### src/rtl/mul66_seq_sched.sv
// Iterative 66x66 unsigned multiplier: one 22x22 product per cycle over nine limb pairs, accumulated into 132 bits.
// Accept edge to out_valid is 10 edges (9 MUL + 1 DRAIN); DONE holds prod stable until out_ready, in_ready low while busy.
module mul66_seq_sched #(
  parameter int MUL_SIZE = 66,
  parameter int INTERVAL = 22
) (
  input  logic                    clk,
  input  logic                    rst,
  input  logic                    in_valid,
  output logic                    in_ready,
  input  logic [MUL_SIZE-1:0]     a,
  input  logic [MUL_SIZE-1:0]     b,
  output logic                    out_valid,
  input  logic                    out_ready,
  output logic [2*MUL_SIZE-1:0]   prod,
  output logic [1:0]              prod_hi2,
  output logic [63:0]             prod_mid64,
  output logic                    busy
);

  localparam int PW = 2 * MUL_SIZE;
  localparam int DW = 2 * INTERVAL;
  localparam int SW = $clog2(PW);

  typedef enum logic [1:0] {IDLE, MUL, DRAIN, DONE} state_t;

  state_t                state_q, state_d;
  logic [3:0]            k_q, k_d;
  logic [MUL_SIZE-1:0]   a_q, a_d, b_q, b_d;
  logic [DW-1:0]         p_q, p_d;
  logic [SW-1:0]         s_q, s_d;
  logic                  p_vld_q, p_vld_d;
  logic [PW-1:0]         acc_q, acc_d;

  logic [1:0]            limb_i, limb_j;
  logic [INTERVAL-1:0]   a_limb, b_limb;
  logic [PW-1:0]         addend;

  // Row-major step decode: k -> (k/3, k%3)
  always_comb begin
    limb_i = 2'd0;
    limb_j = 2'd0;
    if (k_q >= 4'd6) begin
      limb_i = 2'd2;
      limb_j = 2'(k_q - 4'd6);
    end else if (k_q >= 4'd3) begin
      limb_i = 2'd1;
      limb_j = 2'(k_q - 4'd3);
    end else begin
      limb_j = 2'(k_q);
    end
  end

  always_comb begin
    case (limb_i)
      2'd0:    a_limb = a_q[0 +: INTERVAL];
      2'd1:    a_limb = a_q[INTERVAL +: INTERVAL];
      default: a_limb = a_q[2*INTERVAL +: INTERVAL];
    endcase
    case (limb_j)
      2'd0:    b_limb = b_q[0 +: INTERVAL];
      2'd1:    b_limb = b_q[INTERVAL +: INTERVAL];
      default: b_limb = b_q[2*INTERVAL +: INTERVAL];
    endcase
  end

  // The product registered last cycle is folded in at its own weight.
  assign addend = PW'(p_q) << s_q;

  always_comb begin
    state_d = state_q;
    k_d     = k_q;
    a_d     = a_q;
    b_d     = b_q;
    p_d     = p_q;
    s_d     = s_q;
    p_vld_d = p_vld_q;
    acc_d   = acc_q;
    case (state_q)
      IDLE: begin
        if (in_valid) begin
          a_d     = a;
          b_d     = b;
          acc_d   = '0;
          k_d     = 4'd0;
          p_vld_d = 1'b0;
          state_d = MUL;
        end
      end
      MUL: begin
        p_d     = DW'(a_limb) * DW'(b_limb);
        s_d     = (SW'(limb_i) + SW'(limb_j)) * SW'(INTERVAL);
        p_vld_d = 1'b1;
        if (p_vld_q) acc_d = acc_q + addend;
        k_d     = k_q + 4'd1;
        if (k_q == 4'd8) state_d = DRAIN;
      end
      DRAIN: begin
        if (p_vld_q) acc_d = acc_q + addend;
        p_vld_d = 1'b0;
        state_d = DONE;
      end
      DONE: begin
        if (out_ready) state_d = IDLE;
      end
      default: state_d = IDLE;
    endcase
  end

  always_ff @(posedge clk or posedge rst) begin
    if (rst) begin
      state_q <= IDLE;
      k_q     <= '0;
      a_q     <= '0;
      b_q     <= '0;
      p_q     <= '0;
      s_q     <= '0;
      p_vld_q <= 1'b0;
      acc_q   <= '0;
    end else begin
      state_q <= state_d;
      k_q     <= k_d;
      a_q     <= a_d;
      b_q     <= b_d;
      p_q     <= p_d;
      s_q     <= s_d;
      p_vld_q <= p_vld_d;
      acc_q   <= acc_d;
    end
  end

  assign in_ready   = (state_q == IDLE);
  assign out_valid  = (state_q == DONE);
  assign busy       = (state_q != IDLE);
  assign prod       = acc_q;
  assign prod_hi2   = acc_q[PW-1 -: 2];
  assign prod_mid64 = acc_q[PW-5 -: 64];

endmodule

### config.mk
export PLATFORM = sky130hd
export DESIGN_NAME = mul66_seq_sched
export DESIGN_NICKNAME = d
export VERILOG_FILES = /design/src/rtl/mul66_seq_sched.sv
export SDC_FILE = /design/constraint.sdc
export NUM_CORES = 2
export LEC_CHECK = 0
export BUFFER_PORTS_ARGS = -buffer_cell sky130_fd_sc_hd__buf_2
export CAP_MARGIN = 20
export CORE_MARGIN = 5
export CORE_UTILIZATION = 45
export DETAILED_ROUTE_END_ITERATION = 8
export HOLD_SLACK_MARGIN = 0.05
export SETUP_SLACK_MARGIN = 0.3
export SYNTH_ARGS = -nofsm -noshare
export SYNTH_HDL_FRONTEND = slang
export SYNTH_SLANG_ARGS = --single-unit
### constraint.sdc
create_clock -name clk -period 15.3 [get_ports clk]
set_clock_uncertainty 0.2 [all_clocks]
set_input_delay 2.295 -clock clk [delete_from_list [all_inputs] [get_ports clk]]
set_output_delay 2.295 -clock clk [all_outputs]
set_load 0.02 [all_outputs]
**Word level (Yosys, flattened, before mapping)**

Cells that the tools add are included.

- Muxes and demuxes: 17
- Equal/unequal tests: 10
- Magnitude comparators: 2
- Reductions and logical operators: 13
- $add $sub $neg: 5
- Shifts and indexed selects: 1
- Multiply operators: 2

Operators by type and width:

| cell | number |
|---|---|
| 132-bit 2-to-1 mux | 2 |
| 132-bit one-hot mux with 2 select lines | 1 |
| 132-bit adder | 1 |
| 44-bit by 8-bit left shift with 132-bit output | 1 |
| 22-bit one-hot mux with 2 select lines | 2 |
| 22-bit by 22-bit multiplier with 44-bit output | 1 |
| 2-bit 2-to-1 mux | 6 |
| 2-bit one-hot mux with 4 select lines | 1 |
| 4-bit one-hot mux with 2 select lines | 1 |
| 3-bit by 4-bit multiplier with 7-bit output (second input constant) | 1 |
| 2-bit by 1-bit == test with 1-bit output (second input constant) | 3 |
| 2-bit logical NOT | 3 |
| 2-bit AND reduction | 3 |
| 3-bit AND reduction | 2 |
| 2-bit nonzero test | 3 |
| 4-bit by 1-bit adder with 4-bit output (second input constant) | 1 |
| 2-bit == test (second input constant) | 2 |
| 4-bit == test (second input constant) | 1 |
| 4-bit by 2-bit >= comparator with 1-bit output (second input constant) | 1 |
| 4-bit by 3-bit >= comparator with 1-bit output (second input constant) | 1 |
| 4-bit 2-to-1 mux | 1 |
| 2-bit by 1-bit != test with 1-bit output (second input constant) | 2 |
| 2-bit != test (second input constant) | 2 |
| 2-bit subtractor (second input constant) | 2 |
| 5 further kinds | 6 |

- Register bits after elaboration: 322
- Output and inout bits: 201
- Bits of input ports: 136

**Depth between registers and ports, before layout**

- Depth after elaboration: 6
- Gate-level depth with buffers: 37
- Mapped depth without buffers: 35

**Worst setup path before layout**

OpenSTA, ideal clock, no wires.

- Path kind: register to register
- From: register k_q[0]
- To: register p_q[43]
- Data arrival time: 9.591 ns
- Path slack: 5.384 ns
- Data required time: 14.975 ns
- Path buffers: 2
- Setup time: 0.125 ns
- Stages on the path, launching flop included: 37
- Cells stage by stage: dfrtp_1 -> ha_1 -> nor3_1 -> nor3_1 -> xnor2_1 -> clkbuf_1 -> mux2i_1 -> nand2_1 -> o21ai_0 -> clkbuf_1 -> nor2_1 -> fa_1 -> fa_1 -> inv_1 -> fa_1 -> inv_1 -> fa_1 -> inv_1 -> fa_1 -> inv_1 -> fa_1 -> fa_1 -> ha_1 -> a21o_1 -> a22o_1 -> a21oi_1 -> nand3b_1 -> o31ai_1 -> o22ai_1 -> a41oi_1 -> a21oi_1 -> a221oi_1 -> o21bai_1 -> a21oi_1 -> o21ai_0 -> xnor2_1 -> mux2_2

- Longest elaborated chain between the ends: 6
- Elaborated cells between the ends (all ways): 15
- Classes of those cells: add/sub: 2; mul: 1; order compare: 2; eq/ne: 2; mux: 6; reduce/logical: 2

Ends and longest elaborated chain:

| item | RTL line | text |
|---|---|---|
| from (decl) | 28 | `logic [3:0] k_q, k_d;` |
| from (signal assigned) | 122 | `k_q <= k_d;` |
| 4-bit by 2-bit >= comparator with 1-bit output or 2-bit subtractor (tied branches) | 46, 48 |  |
| 1-bit 2-to-1 mux or 2-bit 2-to-1 mux (tied branches) | 46 | `end else if (k_q >= 4'd3) begin` |
| 2-bit 2-to-1 mux | 43 | `if (k_q >= 4'd6) begin` |
| 2-bit by 1-bit == test with 1-bit output, or another cell as far along | 55 | `case (limb_i)` |
| 22-bit one-hot mux with 2 select lines (on tied branches) | 55, 60 |  |
| 22-bit by 22-bit multiplier with 44-bit output (*) | 91 | `p_d = DW'(a_limb) * DW'(b_limb);` |
| to (signal assigned) | 125 | `p_q <= p_d;` |
| to (decl) | 30 | `logic [DW-1:0] p_q, p_d;` |

Every way passes the cells marked *; elsewhere a longest branch is shown, timed or not.
A chain may end at the register's enable or synchronous reset.

**Final worst setup path**

- From: register k_q[1]
- To: register p_q[43]

Same word-level chain as after synthesis.

==> impl_results.md <==
* Result of the run: complete, no violations
* Clock buffers created by TritonCTS at 41
* CTS sink count at roughly 320
* Number of placement rows at 108
* Wire length reported by the detailed router at around 130 mm
* Post-synth cell types at 77
* Worst Setup SP: k_q[1]$_DFFE_PP0P_
* Flops & latches, synth at 322
* Fill cell count at 8584
* Initial detailed-routing violation count at 2454
* Layout Cells excl Fill at slightly below 6000
* Number of nets still failing antenna checks after routing at 0
* Initial antenna violation count at 1
* Clock tree buffer depth at 3
* Synthesis-to-layout area growth at 9.62%
* Post-CTS setup repair buffer count at 0
* Maximum single-stage delay on the critical path at 0.60 ns
* Via total after detailed routing at 33800
* Initial standard-cell utilization of the core at between 40% and 50%
* H-tree levels at 2
* Worst Hold Class: reg -> reg
* Transition time at the pin with the least slew margin at ~1.2 ns
* Number of global-route vias before repair at 34000
* Count of instances resized after the clock tree is built at 0
* Wire length of the first global-routing pass at around 200 mm
* Worst setup slack after placement at ~4.4 ns
* Pin count of the biggest net entering global routing at 137
* Number of hold violations in the final report at 0
* Asr flop ratio synth at 100%
* Worst path most repeated cell: sky130_fd_sc_hd__fa_1
* Overall die height at about 310 um
* RSZ-0062 raised after global routing: false
* Area of the core at just under 0.09 sq mm
* Maximum fanout along the worst path at 23
* Syn avg cell area at 8.54 sq um
* Part of the Yosys area used for sequential elements at 20.3%
* Drt pass-1 iters at 6
* Boundary pin count at 337
* Number of nets in the finished design at between 5000 and 6000
* Number of enable-type register cells in the synthesized netlist at 0
* Proportion of layout cells with a drive suffix above 1 at between 10% and 20%
* Most used flip-flop cell after synthesis: sky130_fd_sc_hd__dfrtp_1
* Endpoints failing setup at 0
* Hold path startpoint: a_q[12]$_DFFE_PP0P_
* Post-DR wirelength/cell at 22.6 um
* Final cycle utilization of the critical path at 71.6%
* Setup ws final at 4.35 ns
* Final slew viol count at 0
* Total global routing overflow at 0
* FF-to-FF Start: k_q[1]$_DFFE_PP0P_
* Arrival time worst endpoint at roughly 11 ns
* Placed instance count at 5877
* Hold bufs inserted after CTS at 0
* Detailed-route vias per instance at 5.67
* Worst R2R Path Depth at 37
* Die footprint at approximately 0.094 sq mm
* Clock root buffer master: sky130_fd_sc_hd__clkbuf_16
* Synth Cell Area at around 0.040 sq mm
* Total of max-cap violations at 0
* Highest clock rate at a little over 90 MHz
* Number of instances in the synthesized netlist at roughly 4600
* Horiz. Die Dim at 307 um
* Final estimated routing congestion in global placement at 0.979
* Required time of the critical path at roughly 16 ns
* Startpoint types: flip-flop
* Type of element capturing the critical path: flip-flop
* HPWL after detailed placement at roughly 110 mm
* Overall routing resource usage at 28.0%
* Clock transition at the registers of the reported paths at ~0.060 ns
* Max-slew headroom at the worst pin at a little under a quarter
* Setup CP Type: reg -> reg
* Clk Latency, worst-skew pair at 0.62 ns
* Minimum clock period at around 11 ns
* CTS tree: built
* Crit-path slowest cell: sky130_fd_sc_hd__o31ai_1
* Setup TNS Final at 0 ns
* Number of buffers added on ports at 336
* Post-Syn Nets at between 5000 and 6000
* Detailed-route DRC error count at 0
* Number of cells on the worst hold path at 1
* Count of yosys warnings during synthesis at 0
[synthesized netlist by cell type, drive strengths merged, types with 14 or more instances]
| cell type | count | area [sq um] |
|---|---|---|
| o21a | 14 | 105 |
| fa | 399 | 7990 |
| and2 | 37 | 231 |
| o22a | 16 | 140 |
| a21o | 99 | 743 |
| nor2 | 517 | 1940 |
| a211oi | 18 | 135 |
| dfrtp | 322 | 8060 |
| a21oi | 298 | 1500 |
| inv | 463 | 1740 |
| xnor2 | 101 | 885 |
| nand4 | 51 | 319 |
| nand2 | 598 | 2240 |
| o21ai | 313 | 1570 |
| buf | 100 | 626 |
| nor2b | 28 | 175 |
| mux2i | 91 | 911 |
| a22o | 18 | 158 |
| a31oi | 26 | 163 |
| and3 | 15 | 93.8 |
| nor3 | 30 | 150 |
| o21bai | 24 | 180 |
| o22ai | 30 | 188 |
| nand2b | 21 | 131 |
| nand3 | 48 | 240 |
| xor2 | 69 | 604 |
| mux2 | 179 | 2020 |
| ha | 305 | 3820 |
| clkbuf | 215 | 807 |
| a22oi | 24 | 180 |
[layout by cell type (no fill, tap or decap), types with 41 or more instances in the layout]
cell type and n:
sky130_fd_sc_hd__xor2_1 69, sky130_fd_sc_hd__buf_4 60, sky130_fd_sc_hd__nor2_1 515, sky130_fd_sc_hd__mux2_2 179
sky130_fd_sc_hd__dfrtp_1 320, sky130_fd_sc_hd__fa_1 399, sky130_fd_sc_hd__nand3_1 47, sky130_fd_sc_hd__a21oi_1 282
sky130_fd_sc_hd__xnor2_1 100, sky130_fd_sc_hd__nand4_1 51, sky130_fd_sc_hd__clkbuf_16 41, sky130_fd_sc_hd__ha_1 304
sky130_fd_sc_hd__buf_2 336, sky130_fd_sc_hd__mux2i_1 91, sky130_fd_sc_hd__nand2_1 597, sky130_fd_sc_hd__inv_1 461
sky130_fd_sc_hd__o21ai_0 307, sky130_fd_sc_hd__a21o_1 99
[final timing paths]
path                                        end  slack [ns]
hold reg to reg             a_q[12]$_DFFE_PP0P_        0.30
hold / removal              a_q[12]$_DFFE_PP0P_        0.30
min in group asynchronous  prod[17]$_DFFE_PP0P_        1.63
max in group asynchronous   b_q[27]$_DFFE_PP0P_       11.10
setup / recovery            p_q[43]$_DFFE_PP0P_        4.35
setup reg to reg            p_q[43]$_DFFE_PP0P_        4.35
[metrics by stage]
stage | area (sq um) | utilization, % | hold slack [ns]
global placement | 41900 | 48.2 | 0.288
finish | 43400 | 49.9 | 0.303
global route | 43400 | 49.9 | 0.312
floorplan | 39600 | - | 0.274
CTS | 43400 | 49.9 | 0.307
detailed placement | 41900 | 48.2 | 0.293
[logic make-up (layout without fill, tap and decap cells)]
| family | count (synthesis) | after routing | share of synthesized area, % |
|---|---|---|---|
| AO/OA/AOI/OAI | 985 | 985 | 15.1 |
| XOR/XNOR | 170 | 170 | 3.76 |
| adder cells (fa/ha/maj) | 704 | 704 | 29.8 |
| buffers and inverters | 779 | 937 | 8.01 |
| flip-flops | 322 | 322 | 20.3 |
| multiplexers | 282 | 282 | 8.07 |
| other | 0 | 1 | 0 |
| AND/OR/NAND/NOR | 1397 | 1397 | 14.9 |
[final cells by class]
cell class                 instances  area, sq um  area share [%]
clock inverter                    20          317           0.729
tap                             1155         1450            3.33
antenna                            1         2.50         0.00576
multi-input combinational       3538        28500            65.6
inverter                         464         1750            4.03
clock buffer                      55         1190            2.74
timing repair buffer             398         2160            4.97
sequential                       322         8060            18.6
[layer usage]
layer	GRT usage [%]	vias up	part of all wire, %
met1	36.4	16400	41
met4	11.8	0	5.2
met2	47.5	1283	47
met3	3.59	295	6.3
met5	0	-	0
li1	-	15800	-
[registers in the layout, indices dropped and copies added (netlist names)]
signal / cells
prod: 132
a_q: 66
b_q: 66
p_q: 44
s_q: 7
k_q: 4
state_q: 2
p_vld_q: 1
[worst max-delay path, delay by kind of cell, from the launching register on]
kind | cells | cell delay [ns]
adder cells (fa/ha/maj) | 9 | 4.14
AO/OA/AOI/OAI | 12 | 3.04
XOR/XNOR | 2 | 0.30
multiplexers | 2 | 0.50
flip-flops | 1 | 0.54
buffers and inverters | 7 | 1.21
AND/OR/NAND/NOR | 5 | 0.86
Power is left out: the tool's default activity adds up to more than one toggle a clock period on the data nets, which glitch-free logic cannot reach.
